--- config.mk ---
export PLATFORM = sky130hd
export DESIGN_NAME = nibble_serial_adder
export DESIGN_NICKNAME = d
export VERILOG_FILES = /design/src/rtl/nsa_pkg.sv /design/src/rtl/lca_4.sv /design/src/rtl/nibble_serial_adder.sv
export SDC_FILE = /design/constraint.sdc
export NUM_CORES = 1
export LEC_CHECK = 0
export ABC_CLOCK_PERIOD_IN_PS = 1700
export BUFFER_PORTS_ARGS = -buffer_cell sky130_fd_sc_hd__buf_4
export CAP_MARGIN = 25
export CORE_UTILIZATION = 30
export CTS_CLUSTER_SIZE = 12
export DETAILED_ROUTE_END_ITERATION = 16
export MAX_ROUTING_LAYER = met4
export PLACE_DENSITY_LB_ADDON = 0.05
export SLEW_MARGIN = 5
export SYNTH_ARGS = -nofsm -noshare
export SYNTH_HDL_FRONTEND = slang
export SYNTH_SLANG_ARGS = --single-unit
--- constraint.sdc ---
create_clock -name clk -period 1.7 [get_ports clk]
set_input_delay 0.17 -clock clk [delete_from_list [all_inputs] [get_ports clk]]
set_output_delay 0.17 -clock clk [all_outputs]
set_load 0.02 [all_outputs]
--- src/rtl/nsa_pkg.sv ---
// rtl/nsa_pkg.sv - shared types and constants for the nibble-serial adder
package nsa_pkg;

  typedef enum logic [1:0] {
    IDLE = 2'd0,
    RUN  = 2'd1,
    DONE = 2'd2
  } state_e;

  localparam int NIB_W = 4;

  // Nibble counter width; never below one bit so the counter always exists.
  function automatic int cnt_width(input int width);
    return ((width / NIB_W) > 1) ? $clog2(width / NIB_W) : 1;
  endfunction

endpackage

--- src/rtl/lca_4.sv ---
// rtl/lca_4.sv - 4-bit carry-lookahead adder slice
module lca_4 (
  input  logic [3:0] A_in,
  input  logic [3:0] B_in,
  input  logic       C_1,
  output logic [3:0] S,
  output logic       CO
);

  logic [3:0] p;
  logic [3:0] g;
  logic [4:0] c;

  assign p = A_in ^ B_in;
  assign g = A_in & B_in;

  // Carries are flattened from generate/propagate so no ripple chain exists.
  assign c[0] = C_1;
  assign c[1] = g[0] | (p[0] & C_1);
  assign c[2] = g[1] | (p[1] & g[0]) | (p[1] & p[0] & C_1);
  assign c[3] = g[2] | (p[2] & g[1]) | (p[2] & p[1] & g[0]) | (p[2] & p[1] & p[0] & C_1);
  assign c[4] = g[3] | (p[3] & g[2]) | (p[3] & p[2] & g[1]) | (p[3] & p[2] & p[1] & g[0])
              | (p[3] & p[2] & p[1] & p[0] & C_1);

  assign S  = p ^ c[3:0];
  assign CO = c[4];

endmodule

--- src/rtl/nibble_serial_adder.sv ---
// rtl/nibble_serial_adder.sv - add/subtract engine reusing one 4-bit slice per nibble
module nibble_serial_adder #(
  parameter int WIDTH = 16
) (
  input  logic             clk,
  input  logic             rst,
  input  logic             in_valid,
  output logic             in_ready,
  input  logic [WIDTH-1:0] in_a,
  input  logic [WIDTH-1:0] in_b,
  input  logic             in_cin,
  input  logic             in_sub,
  output logic             out_valid,
  input  logic             out_ready,
  output logic [WIDTH-1:0] out_sum,
  output logic             out_cout,
  output logic             out_ovf,
  output logic             busy
);

  import nsa_pkg::*;

  localparam int N     = WIDTH / NIB_W;
  localparam int CNT_W = cnt_width(WIDTH);
  localparam logic [CNT_W-1:0] LAST_NIB = CNT_W'(N - 1);

  if (((WIDTH % NIB_W) != 0) || (WIDTH < 8)) begin : g_bad_width
    $error("nibble_serial_adder: WIDTH must be a multiple of 4 and at least 8");
  end

  state_e           state_q, state_d;
  logic [WIDTH-1:0] a_q, a_d;
  logic [WIDTH-1:0] b_q, b_d;
  logic [WIDTH-1:0] sum_q, sum_d;
  logic             c_q, c_d;
  logic             cout_q, cout_d;
  logic             ovf_q, ovf_d;
  logic [CNT_W-1:0] cnt_q, cnt_d;

  logic [NIB_W-1:0] nib_s;
  logic             nib_co;

  lca_4 u_slice (
    .A_in (a_q[NIB_W-1:0]),
    .B_in (b_q[NIB_W-1:0]),
    .C_1  (c_q),
    .S    (nib_s),
    .CO   (nib_co)
  );

  always_comb begin
    state_d = state_q;
    a_d     = a_q;
    b_d     = b_q;
    sum_d   = sum_q;
    c_d     = c_q;
    cout_d  = cout_q;
    ovf_d   = ovf_q;
    cnt_d   = cnt_q;
    case (state_q)
      IDLE: begin
        if (in_valid) begin
          a_d     = in_a;
          b_d     = in_sub ? ~in_b : in_b;
          c_d     = in_sub | in_cin;
          cnt_d   = '0;
          state_d = RUN;
        end
      end
      RUN: begin
        sum_d = {nib_s, sum_q[WIDTH-1:NIB_W]};
        a_d   = {{NIB_W{1'b0}}, a_q[WIDTH-1:NIB_W]};
        b_d   = {{NIB_W{1'b0}}, b_q[WIDTH-1:NIB_W]};
        c_d   = nib_co;
        cnt_d = cnt_q + CNT_W'(1);
        if (cnt_q == LAST_NIB) begin
          // The top nibble is in the slice now, so its bit 3 holds the operand sign bits.
          cout_d  = nib_co;
          ovf_d   = (a_q[NIB_W-1] ~^ b_q[NIB_W-1]) & (nib_s[NIB_W-1] ^ a_q[NIB_W-1]);
          state_d = DONE;
        end
      end
      DONE: begin
        if (out_ready) begin
          state_d = IDLE;
        end
      end
      default: state_d = IDLE;
    endcase
  end

  always_ff @(posedge clk or posedge rst) begin
    if (rst) begin
      state_q <= IDLE;
      a_q     <= '0;
      b_q     <= '0;
      sum_q   <= '0;
      c_q     <= 1'b0;
      cout_q  <= 1'b0;
      ovf_q   <= 1'b0;
      cnt_q   <= '0;
    end else begin
      state_q <= state_d;
      a_q     <= a_d;
      b_q     <= b_d;
      sum_q   <= sum_d;
      c_q     <= c_d;
      cout_q  <= cout_d;
      ovf_q   <= ovf_d;
      cnt_q   <= cnt_d;
    end
  end

  assign in_ready  = (state_q == IDLE);
  assign out_valid = (state_q == DONE);
  assign busy      = (state_q != IDLE);
  assign out_sum   = sum_q;
  assign out_cout  = cout_q;
  assign out_ovf   = ovf_q;

endmodule
==> impl_metrics.py <==
metrics = {
    "outcome": {
        "status": "finished with violations",
        "violations": "design-rule violations",
    },
    "cts": {
        "cts_inserted_buffers": 5,
        "cts_root_buf": "clkbuf_8",
        "cts_sinks": 55,
        "postCtsSetupBuffers": 0,
        "clockBufferDepth": 2,
        "worst_setup_hold_path_clk_slew_ns": 0.10,
        "ctsHtreeMaxLevel": 2,
        "clk_latency_ns": 0.30,
        "cts_tree": "yes",
    },
    "finish": {
        "num_antenna_cells": 0,
        "drive_gt1_share_pct": 27.2,
        "nFillCells": 913,
        "final_nets": 388,
        "area_delta_synth_final_pct": 25.0,
    },
    "timing": {
        "worst_pin_slew_ns": 0.514,
        "finalClockSkew_ns": 0.00498,
        "slew_violations": 0,
        "final.period_utilization_pct": 91.8,
        "relSlewSlack_pct": 65.7,
        "rsz0062_at_grt": "false",
        "hold_ws_ns": 0.0740,
        "finalSetupTns_ns": 0,
        "max_freq_mhz": 641,
        "finalHoldViolCount": 0,
        "setup_viol": 0,
        "min_period_ns": 1.56,
    },
    "detailed_routing": {
        "ant_nets": 0,
        "via_per_inst": 4.79,
        "routed_wl_um": 6430,
        "drt_iter0_markers": 46,
        "wl_per_cell_um": 14.2,
        "firstDrtPassIters": 12,
        "vias": 2171,
        "drc": 2,
    },
    "power_and_ir_drop": {
        "seq_power_share_pct": 35.2,
        "comb_power_share_pct": 50.7,
        "powerDensity_nw_per_um2": 1860,
        "switching_share_pct": 40.4,
        "p_leak_nw": 1.63,
        "power.switching_mw": 2.62,
        "clkPwrFrac_pct": 14.2,
        "vdd_drop_max_mv": 0.596,
        "power.internal_mw": 3.86,
    },
    "synthesis": {
        "yosys_warnings": 0,
        "synth_seq_area_share_pct": 49.2,
        "synth_top_flop_cell": "dfrtp_1",
        "synth-edff-count": 0,
        "syn_area_um2": 2800,
        "synth_seq_cells": 55,
        "synth_cells": 284,
        "synthesis.nets": 328,
        "syn_area_per_cell_um2": 9.85,
        "ys_types": 38,
        "synthArstFlopShare_pct": 100,
    },
    "die": {
        "dieArea_um2": 9710,
        "start_util_pct": 31.5,
        "design.core.area_um2": 8890,
        "pin_count": 59,
        "rows": 34,
        "die_y_um": 98.5,
        "die_x_um": 98.5,
    },
    "worst_setup_path": {
        "reg2reg_depth": 5,
        "cp-start-kind": "register",
        "reg2reg_slack_ns": 0.14,
        "cp_slowest_cell": "dfrtp_1",
        "path_cells": "ha_1, a211oi_2, o21bai_2, xnor2_1, o31ai_2",
        "cp.arrival_ns": 1.78,
        "required_ns": 1.92,
        "crit_path_max_fanout": 4,
        "path_class": "reg -> reg",
        "crit_path_end_kind": "register",
        "max_stage_delay_ns": 0.39,
    },
    "place": {
        "place_congestion": 0.718,
        "dp_hpwl_um": 4470,
        "io_buffers": 58,
    },
    "worst_hold_path": {
        "hold_class": "in -> reg",
        "min_path_cells": 2,
    },
    "global_route": {
        "overflow": 0,
        "grt_pass1_vias": 2262,
        "grt_first_pass_wirelength_um": 11100,
        "grt_max_degree": 56,
        "antenna_found_initial": 0,
        "grt_usage_pct": 14.9,
    },
    "run": {
        "cap_violations": 0,
    },
}
## sequential cells by signal (all words and copies together), names as in the netlist
signal / count
cnt_q: 2
c_q: 1
state_q: 2
out_sum: 16
out_cout: 1
out_ovf: 1
a_q: 16
b_q: 16
## stage by stage
| stage | power, mW | cell area (um2) | utilization [%] | worst slack [ns] | std cells |
|---|---|---|---|---|---|
| after floorplan | 4.58 | 2800 | - | 0.186 | 284 |
| after global placement | 5.61 | 3360 | 37.8 | 0.118 | 444 |
| after detailed placement | 5.64 | 3360 | 37.8 | 0.0609 | 444 |
| after CTS | 6.58 | 3490 | 39.3 | 0.0532 | 453 |
| after global routing | 7.08 | 3500 | 39.3 | 0.0218 | 453 |
| final | 6.49 | 3500 | 39.3 | 0.139 | 453 |
## critical path, delay by kind of cell, from the launching register on
| family | cells | cell delay (ns) |
|---|---|---|
| AOI/OAI and AO/OA | 3 | 0.60 |
| xor gates and xnor gates | 1 | 0.16 |
| DFF | 1 | 0.39 |
| adders and majority gates | 1 | 0.33 |
## cell usage after synthesis (3+ instances only)
cell type	instances	area, um2
a21oi_1	23	115
nor2b_1	20	125
o22a_1	11	96.3
and2b_1	5	37.5
a32o_1	3	30.0
clkbuf_1	4	15.0
buf_2	7	35.0
o21ai_1	8	40.0
o21ai_0	16	80.1
dfrtp_1	55	1380
inv_1	7	26.3
nand2_1	53	199
ha_1	5	62.6
nor2_1	3	11.3
a22oi_1	11	82.6
a21oi_2	5	43.8
buf_6	3	33.8
xnor2_1	14	123
buf_4	4	30.0
xor2_1	5	43.8
nor2_2	3	18.8
## power groups by stage
stage	sequential, mW	clock, mW	combinational (mW)
2_1_floorplan	2.45	0	2.13
3_3_place_gp	2.31	0	3.30
3_5_place_dp	2.32	0	3.32
4_1_cts	2.29	0.957	3.33
5_1_grt	2.38	1.02	3.69
6_report	2.28	0.918	3.29
## routing by layer
metal	up-vias	wire (um)	share of wire, %	global-route usage, %
li1	1084	-	-	-
met1	1037	3050	47	19.7
met2	44	3100	48	23.8
met3	6	228	3.5	2.48
met4	0	51	0.79	3.44
met5	-	0	0	-
## final timing paths
check,startpoint,to
worst max-delay path,a_q[0],out_ovf
worst min-delay path,out_ready,state_q[1]
worst max register to register,a_q[0],out_ovf
worst min register to register,out_sum[2],out_sum[2]
max in group asynchronous,rst,a_q[5]
min in group asynchronous,rst,out_sum[7]
## area by class of cell
type / count / area, um2 / share of cell area [%]
clock inverter: 2 / 35.0 / 1.00
inverter: 7 / 26.3 / 0.752
tap: 108 / 135 / 3.87
clock buffer: 6 / 82.6 / 2.36
timing repair buffer: 73 / 576 / 16.5
multi-input combinational: 202 / 1260 / 36.2
sequential: 55 / 1380 / 39.4
## cell usage in the layout, fill, tap and decap left out, drive strengths merged, types with 5 or more instances in the layout
cell and n:
inv 7, o22a 11, o21ai 24, a21oi 28
nor2 6, a22oi 11, buf 72, ha 5
xor2 5, nor2b 21, dfrtp 55, nand2 53
and2b 5, clkbuf 6, xnor2 14
## logic make-up (layout without fill, tap and decap cells)
kind of cell / after synthesis / count (layout) / synth area share (%)
flops: 55 / 55 / 49.2
xor+xnor: 19 / 19 / 5.95
fa+ha+maj: 6 / 6 / 2.95
compound gates: 87 / 87 / 20.7
buf+inv: 27 / 88 / 5.73
simple gates: 90 / 90 / 15.5
## repair_timing
| action | CTS | global route |
|---|---|---|
| gates resized for setup | 0 | 1 |
| hold endpoints to repair | 55 | 0 |
| endpoints found under the setup margin | 0 | 1 |
| hold buffers | 1 | 0 |
(Power assumes the default switching activity.)
